<file path="config.mk">
export PLATFORM = sky130hd
export DESIGN_NAME = uart_scoreboard
export DESIGN_NICKNAME = d
export VERILOG_FILES = /design/src/rtl/uart_scoreboard.sv
export SDC_FILE = /design/constraint.sdc
export NUM_CORES = 2
export LEC_CHECK = 0
export CORE_MARGIN = 3
export CORE_UTILIZATION = 60
export DETAILED_ROUTE_END_ITERATION = 10
export DONT_BUFFER_PORTS = 1
export PLACE_DENSITY = 0.76
export REMOVE_ABC_BUFFERS = 1
export SETUP_SLACK_MARGIN = 0.2
export SKIP_CTS_REPAIR_TIMING = 1
export SYNTH_ARGS = -nofsm -noshare
export SYNTH_HDL_FRONTEND = slang
export SYNTH_SLANG_ARGS = --single-unit
</file>
<file path="constraint.sdc">
create_clock -name i_clk -period 6.1 [get_ports i_clk]
set_input_delay 0.61 -clock i_clk [delete_from_list [all_inputs] [get_ports i_clk]]
set_output_delay 0.61 -clock i_clk [all_outputs]
set_load 0.01 [all_outputs]
</file>
<file path="src/rtl/uart_scoreboard.sv">
// UART receive checker: deserialises frames from a monitored TX line, compares them
// against a preloaded expectation list and reports a single pass/fail verdict.
module uart_scoreboard #(
    parameter int CLKS_PER_BIT = 104,
    parameter int DATA_BITS    = 8,
    parameter int MSB_FIRST    = 0,
    parameter int DEPTH        = 128,
    parameter int QUIET_CLKS   = 1000,
    parameter int TIMEOUT_CLKS = 1000000
) (
    input  logic                         i_clk,
    input  logic                         i_nrst,
    input  logic                         i_exp_we,
    input  logic [$clog2(DEPTH)-1:0]     i_exp_addr,
    input  logic [DATA_BITS:0]           i_exp_data,
    input  logic                         i_start,
    input  logic                         i_uart,
    output logic                         o_busy,
    output logic                         o_done,
    output logic                         o_pass,
    output logic                         o_err_mismatch,
    output logic                         o_err_frame,
    output logic                         o_err_unexp,
    output logic                         o_err_timeout,
    output logic [$clog2(DEPTH+1)-1:0]   o_rx_count,
    output logic [DATA_BITS-1:0]         o_rx_data,
    output logic                         o_rx_valid
);
    localparam int AW = $clog2(DEPTH);
    localparam int CW = $clog2(DEPTH + 1);
    localparam int BW = $clog2(CLKS_PER_BIT);
    localparam int DW = $clog2(DATA_BITS + 1);
    localparam int QW = $clog2(QUIET_CLKS + 1);
    localparam int TW = $clog2(TIMEOUT_CLKS + 1);

    localparam logic [BW-1:0] BIT_LAST   = BW'(CLKS_PER_BIT - 1);
    localparam logic [BW-1:0] HALF_LAST  = BW'(CLKS_PER_BIT / 2 - 1);
    localparam logic [DW-1:0] DBIT_LAST  = DW'(DATA_BITS - 1);
    localparam logic [QW-1:0] QUIET_LAST = QW'(QUIET_CLKS - 1);
    localparam logic [TW-1:0] TO_LIM     = TW'(TIMEOUT_CLKS);
    localparam logic [CW-1:0] CNT_LAST   = CW'(DEPTH - 1);

    typedef enum logic [2:0] {
        S_IDLE, S_LOOKUP, S_WAIT, S_RX_START, S_RX_DATA, S_RX_STOP, S_QUIET, S_DONE
    } state_t;

    state_t r_state, w_state_next;

    logic                 r_sync1, r_sync2, r_sync_prev;
    logic [BW-1:0]        r_clk_cnt;
    logic [DW-1:0]        r_bit_cnt;
    logic [QW-1:0]        r_q_cnt;
    logic [TW-1:0]        r_to_cnt;
    logic [DATA_BITS-1:0] r_shift;
    logic [CW-1:0]        r_rx_count;
    logic [DATA_BITS-1:0] r_rx_data;
    logic                 r_rx_valid;
    logic                 r_err_mismatch, r_err_frame, r_err_unexp, r_err_timeout;
    logic [DATA_BITS:0]   r_mem [DEPTH];
    logic [DATA_BITS:0]   r_rd_data;

    logic                 w_busy, w_fall, w_bit_tick, w_half_tick, w_stop_tick;
    logic                 w_timeout, w_start_cmd, w_quiet_tick, w_mem_we;
    logic [AW-1:0]        w_rd_addr;
    logic [DATA_BITS-1:0] w_shift_next;

    assign w_busy       = (r_state != S_IDLE) && (r_state != S_DONE);
    assign w_fall       = r_sync_prev & ~r_sync2;
    assign w_bit_tick   = (r_clk_cnt == BIT_LAST);
    assign w_half_tick  = (r_clk_cnt == HALF_LAST);
    assign w_stop_tick  = (r_state == S_RX_STOP) && w_bit_tick;
    assign w_timeout    = w_busy && (r_to_cnt == TO_LIM);
    assign w_start_cmd  = i_start && !w_busy;
    assign w_quiet_tick = (r_state == S_QUIET) && (r_q_cnt == QUIET_LAST);
    assign w_mem_we     = i_exp_we && !w_busy;

    // The received-frame count doubles as the expectation pointer; read address
    // follows its next value so LOOKUP sees the fresh entry.
    assign w_rd_addr = w_start_cmd ? '0 :
                       w_stop_tick ? AW'(r_rx_count + CW'(1)) : AW'(r_rx_count);

    generate
        if (MSB_FIRST != 0) begin : g_msb_first
            assign w_shift_next = {r_shift[DATA_BITS-2:0], r_sync2};
        end else begin : g_lsb_first
            assign w_shift_next = {r_sync2, r_shift[DATA_BITS-1:1]};
        end
    endgenerate

    always_ff @(posedge i_clk) begin
        if (w_mem_we)
            r_mem[i_exp_addr] <= i_exp_data;
        r_rd_data <= r_mem[w_rd_addr];
    end

    always_ff @(posedge i_clk) begin
        if (!i_nrst)
            r_state <= S_IDLE;
        else
            r_state <= w_state_next;
    end

    always_comb begin
        w_state_next = r_state;
        case (r_state)
            S_IDLE, S_DONE: if (i_start) w_state_next = S_LOOKUP;
            S_LOOKUP:   w_state_next = r_rd_data[DATA_BITS] ? S_WAIT : S_QUIET;
            S_WAIT:     if (w_fall) w_state_next = S_RX_START;
            S_RX_START: if (w_half_tick) w_state_next = r_sync2 ? S_WAIT : S_RX_DATA;
            S_RX_DATA:  if (w_bit_tick && r_bit_cnt == DBIT_LAST) w_state_next = S_RX_STOP;
            S_RX_STOP:  if (w_bit_tick) w_state_next = (r_rx_count == CNT_LAST) ? S_QUIET : S_LOOKUP;
            S_QUIET:    if (w_fall || w_quiet_tick) w_state_next = S_DONE;
            default:    w_state_next = S_IDLE;
        endcase
        if (w_timeout)
            w_state_next = S_DONE;
    end

    always_ff @(posedge i_clk) begin
        if (!i_nrst) begin
            r_sync1        <= 1'b1;
            r_sync2        <= 1'b1;
            r_sync_prev    <= 1'b1;
            r_clk_cnt      <= '0;
            r_bit_cnt      <= '0;
            r_q_cnt        <= '0;
            r_to_cnt       <= '0;
            r_shift        <= '0;
            r_rx_count     <= '0;
            r_rx_data      <= '0;
            r_rx_valid     <= 1'b0;
            r_err_mismatch <= 1'b0;
            r_err_frame    <= 1'b0;
            r_err_unexp    <= 1'b0;
            r_err_timeout  <= 1'b0;
        end else begin
            r_sync1     <= i_uart;
            r_sync2     <= r_sync1;
            r_sync_prev <= r_sync2;
            r_rx_valid  <= 1'b0;

            // Bit timer restarts on every state change and at each bit boundary.
            if (w_state_next != r_state || w_bit_tick)
                r_clk_cnt <= '0;
            else
                r_clk_cnt <= r_clk_cnt + BW'(1);

            if (r_state == S_QUIET)
                r_q_cnt <= r_q_cnt + QW'(1);
            else
                r_q_cnt <= '0;

            if (w_start_cmd)
                r_to_cnt <= '0;
            else if (w_busy)
                r_to_cnt <= r_to_cnt + TW'(1);

            if (r_state == S_RX_START) begin
                r_bit_cnt <= '0;
            end else if (r_state == S_RX_DATA && w_bit_tick) begin
                r_bit_cnt <= r_bit_cnt + DW'(1);
                r_shift   <= w_shift_next;
            end

            if (w_start_cmd) begin
                r_rx_count     <= '0;
                r_err_mismatch <= 1'b0;
                r_err_frame    <= 1'b0;
                r_err_unexp    <= 1'b0;
                r_err_timeout  <= 1'b0;
            end

            if (w_stop_tick) begin
                if (!r_sync2)
                    r_err_frame <= 1'b1;
                if (r_shift != r_rd_data[DATA_BITS-1:0])
                    r_err_mismatch <= 1'b1;
                r_rx_valid <= 1'b1;
                r_rx_data  <= r_shift;
                r_rx_count <= r_rx_count + CW'(1);
            end

            if (w_timeout)
                r_err_timeout <= 1'b1;
            if (r_state == S_QUIET && w_fall && !w_timeout)
                r_err_unexp <= 1'b1;
        end
    end

    assign o_busy         = w_busy;
    assign o_done         = (r_state == S_DONE);
    assign o_pass         = o_done && !(r_err_mismatch || r_err_frame || r_err_unexp || r_err_timeout);
    assign o_err_mismatch = r_err_mismatch;
    assign o_err_frame    = r_err_frame;
    assign o_err_unexp    = r_err_unexp;
    assign o_err_timeout  = r_err_timeout;
    assign o_rx_count     = r_rx_count;
    assign o_rx_data      = r_rx_data;
    assign o_rx_valid     = r_rx_valid;
endmodule
</file>
==> flow_summary.toml <==
[detailed_routing]
drtAntennaViolNets = 0
drc = 0
vias = 31300
avgRoutedWirePerCell_um = 29.0
drt-total-wl_um = 134000
drt_first_iter_violations = 4976
viasPerCell = 6.74
firstDrtPassIters = 8

[sta]
skew_ps = 56.8
maxSlewHeadroom_pct = 9.10
hold_viol = 0
period_share_pct = 90.6
hold_ws_ps = 21.5
worst_pin_slew_ps = 1350
setup_violations = 0
slew_violations = 0
post-route-min-period_ps = 5530
fmax_mhz = 181
rsz0062_at_grt = "no"

[synth]
ys_types = 78
synthCells = 3483
synth.area.top_cells = "edfxtp_1, nand2_1, dfxtp_1, mux4_2, nand3_1"
synth_top_family_by_area = "simple AND/OR/NAND/NOR gates"
synthMuxAreaShare_pct = 4.77
synth_simple_gate_area_share_pct = 13.0
synth_edf_count = 1152
ys_ff_latch = 1237
synth_top_area_share_pct = 70.4
synthAdderAreaFrac_pct = 0.178
yosysSeqAreaShare_pct = 73.9
synth_top_cell_by_area = "edfxtp_1"
yosysMostFrequentCell = "edfxtp_1"
syn_area_per_cell_sq_um = 14.1
ys.flop_type = "edfxtp_1"
synthTopCellsByCount = "edfxtp_1, nand2_1, nand3_1"
ys_warn_count = 0
ys_async_sr_fraction_pct = 0
synth_compound_area_share_pct = 5.20
synthesis.area_sq_um = 49100
synth_xor_area_share_pct = 0.784

[critical_path]
critPathBufInv = 2
cp-start-kind = "register"
worstPathArrival_ps = 6170
slowest_stage = "o311ai_0"
cp_common_cell = "ha_1"
path_cells = "ha_1 > and3b_1 > nand3_2 > inv_2 > ha_1 > nand3b_4 > buf_12 > nand2_1 > and3_1 > a31oi_1 > o22ai_1 > o311ai_0 > and4_1"
cp_max_fo = 107
critPathCaptureType = "register"
path_delay_family = "simple AND/OR/NAND/NOR gates"
cpPeakStageDelay_ps = 1200
crit_required_ps = 6750
path_class = "register to register"

[global_route]
grt_max_degree = 129
grt_overflow = 0
grt_usage_pct = 31.2
grt_pass1_wl_um = 196000
grt_pass1_vias = 29800
antenna_found_initial = 4

[pwr]
irDropWorstVdd_mv = 0.268
p_clk_share_pct = 44.0
power.density_nw_per_um2 = 310
swShare_pct = 19.0
p_sw_w = 0.00319
p_comb_share_pct = 0.7
leakagePower_nw = 17.6
p_int_w = 0.0136
seq_power_share_pct = 55.3

[die]
die_h_um = 292
design.portCount = 45
core-area_sq_um = 80800
rows = 104
initial_utilization_pct = 60.8
dieWidth_um = 292
die_area_sq_um = 85400

[clock_tree]
clock_tree.root_cell = "clkbuf_16"
numCtsBuffers = 118
clkLatencyLatePin_ps = 720
cts.reportedPaths.clkPinSlew_ps = 60
cts_sinks = 1237
h-tree-depth = 3
cts_tree = "built"
clockBufferDepth = 3

[layout]
fin_area_sq_um = 54200
syn_to_final_growth_pct = 10.2
drive_gt1_share_pct = 9.64
fin_util_pct = 67.0
final_nets = 3510
fill_cells = 5274

[placement]
place.gp.congestion = 0.949
hpwlAfterDp_um = 79100
io_buffers = 0
place_area_sq_um = 50200

[run_status]
status = "finished, final reports clean"

[min_path]
hp-class = "input port to register"

[flow_run]
maxCapViolCount = 0
[cell type report]
class                      count  area (sq um)  area share [%]
antenna                        1          2.50         0.00462
clock inverter                58           692            1.28
tap                         1060          1330            2.45
timing repair buffer          78           676            1.25
inverter                      14          52.6          0.0970
multi-input combinational   2033         11900            21.9
sequential                  1237         36300            67.0
clock buffer                 159          3240            5.98
[layer usage]
layer	routed length, um	up-vias	track usage, %
met4	7820	6	16.0
met5	41	-	0.388
met2	60700	2287	47.6
met3	18200	476	8.46
met1	47700	15400	42.0
li1	-	13100	-
[logic make-up after synthesis]
| kind of cell | after synthesis |
|---|---|
| xor gates and xnor gates | 44 |
| DFF | 1237 |
| buffers and inverters | 213 |
| AOI/OAI and AO/OA | 380 |
| muxes | 140 |
| and+or+nand+nor | 1462 |
| adders and majority gates | 7 |
[registers in the layout, indices dropped and copies added, names as in the netlist, 3 cells and up]
signal and flops:
o_rx_data 8, r_bit_cnt 4, r_to_cnt 20, r_q_cnt 10, r_clk_cnt 7, o_rx_count 8, r_state 3, r_shift 8
r_rd_data 9, r_mem 1152
[final timing paths]
| path | startpoint | endpoint | slack (ps) | depth (start not counted) |
|---|---|---|---|---|
| worst max-delay path | r_clk_cnt[0]$_SDFF_PP0_ | r_rd_data[8]$_DFF_P_ | 570 | 13 |
| worst min register to register | r_sync1$_SDFF_PN1_ | r_sync2$_SDFF_PN1_ | 420 | 1 |
| worst min-delay path | i_uart | r_sync1$_SDFF_PN1_ | 20 | 1 |
| worst max register to register | r_clk_cnt[0]$_SDFF_PP0_ | r_rd_data[8]$_DFF_P_ | 570 | 13 |
[cells in the final DEF, fill, tap and decap left out, types with 11 or more instances in the layout]
cell type     n
a2111oi_0    25
nand4_1      39
and2_1       11
a21oi_1     109
o22ai_1      20
nand3_1     264
nand2_1     794
dfxtp_1      85
xnor2_1      13
o211ai_1     13
a31oi_1      59
mux4_2       75
o21ai_0      37
a221oi_1     18
or4_1        12
xor2_1       31
mux2i_1      62
edfxtp_1   1152
nor2b_1      18
buf_4        66
nor4_1       13
nor2_1      198
and3_1       43
nor3_1       13
inv_1        13
clkinv_1     25
clkbuf_16   120
bufinv_16    14
a32oi_1      15
clkbuf_1     30
[stage by stage]
step	total power (W)	cells	setup slack [ps]	TNS (ps)
2_1_floorplan	0.00954	3284	-5200	-45800
3_3_place_gp	0.00958	4416	815	0
3_5_place_dp	0.00959	4416	695	0
4_1_cts	0.0168	4633	683	0
5_1_grt	0.0172	4639	417	0
6_report	0.0168	4640	575	0
[power groups by stage]
stage	combinational [W]	sequential [W]	clock, W
final	0.000121	0.00930	0.00739
after global routing	0.000127	0.00929	0.00776
after CTS	0.000112	0.00930	0.00741
after detailed placement	0.000112	0.00948	0
after global placement	0.000108	0.00947	0
after floorplan	0.0000683	0.00948	0
Power figures use the tool's default switching activity.
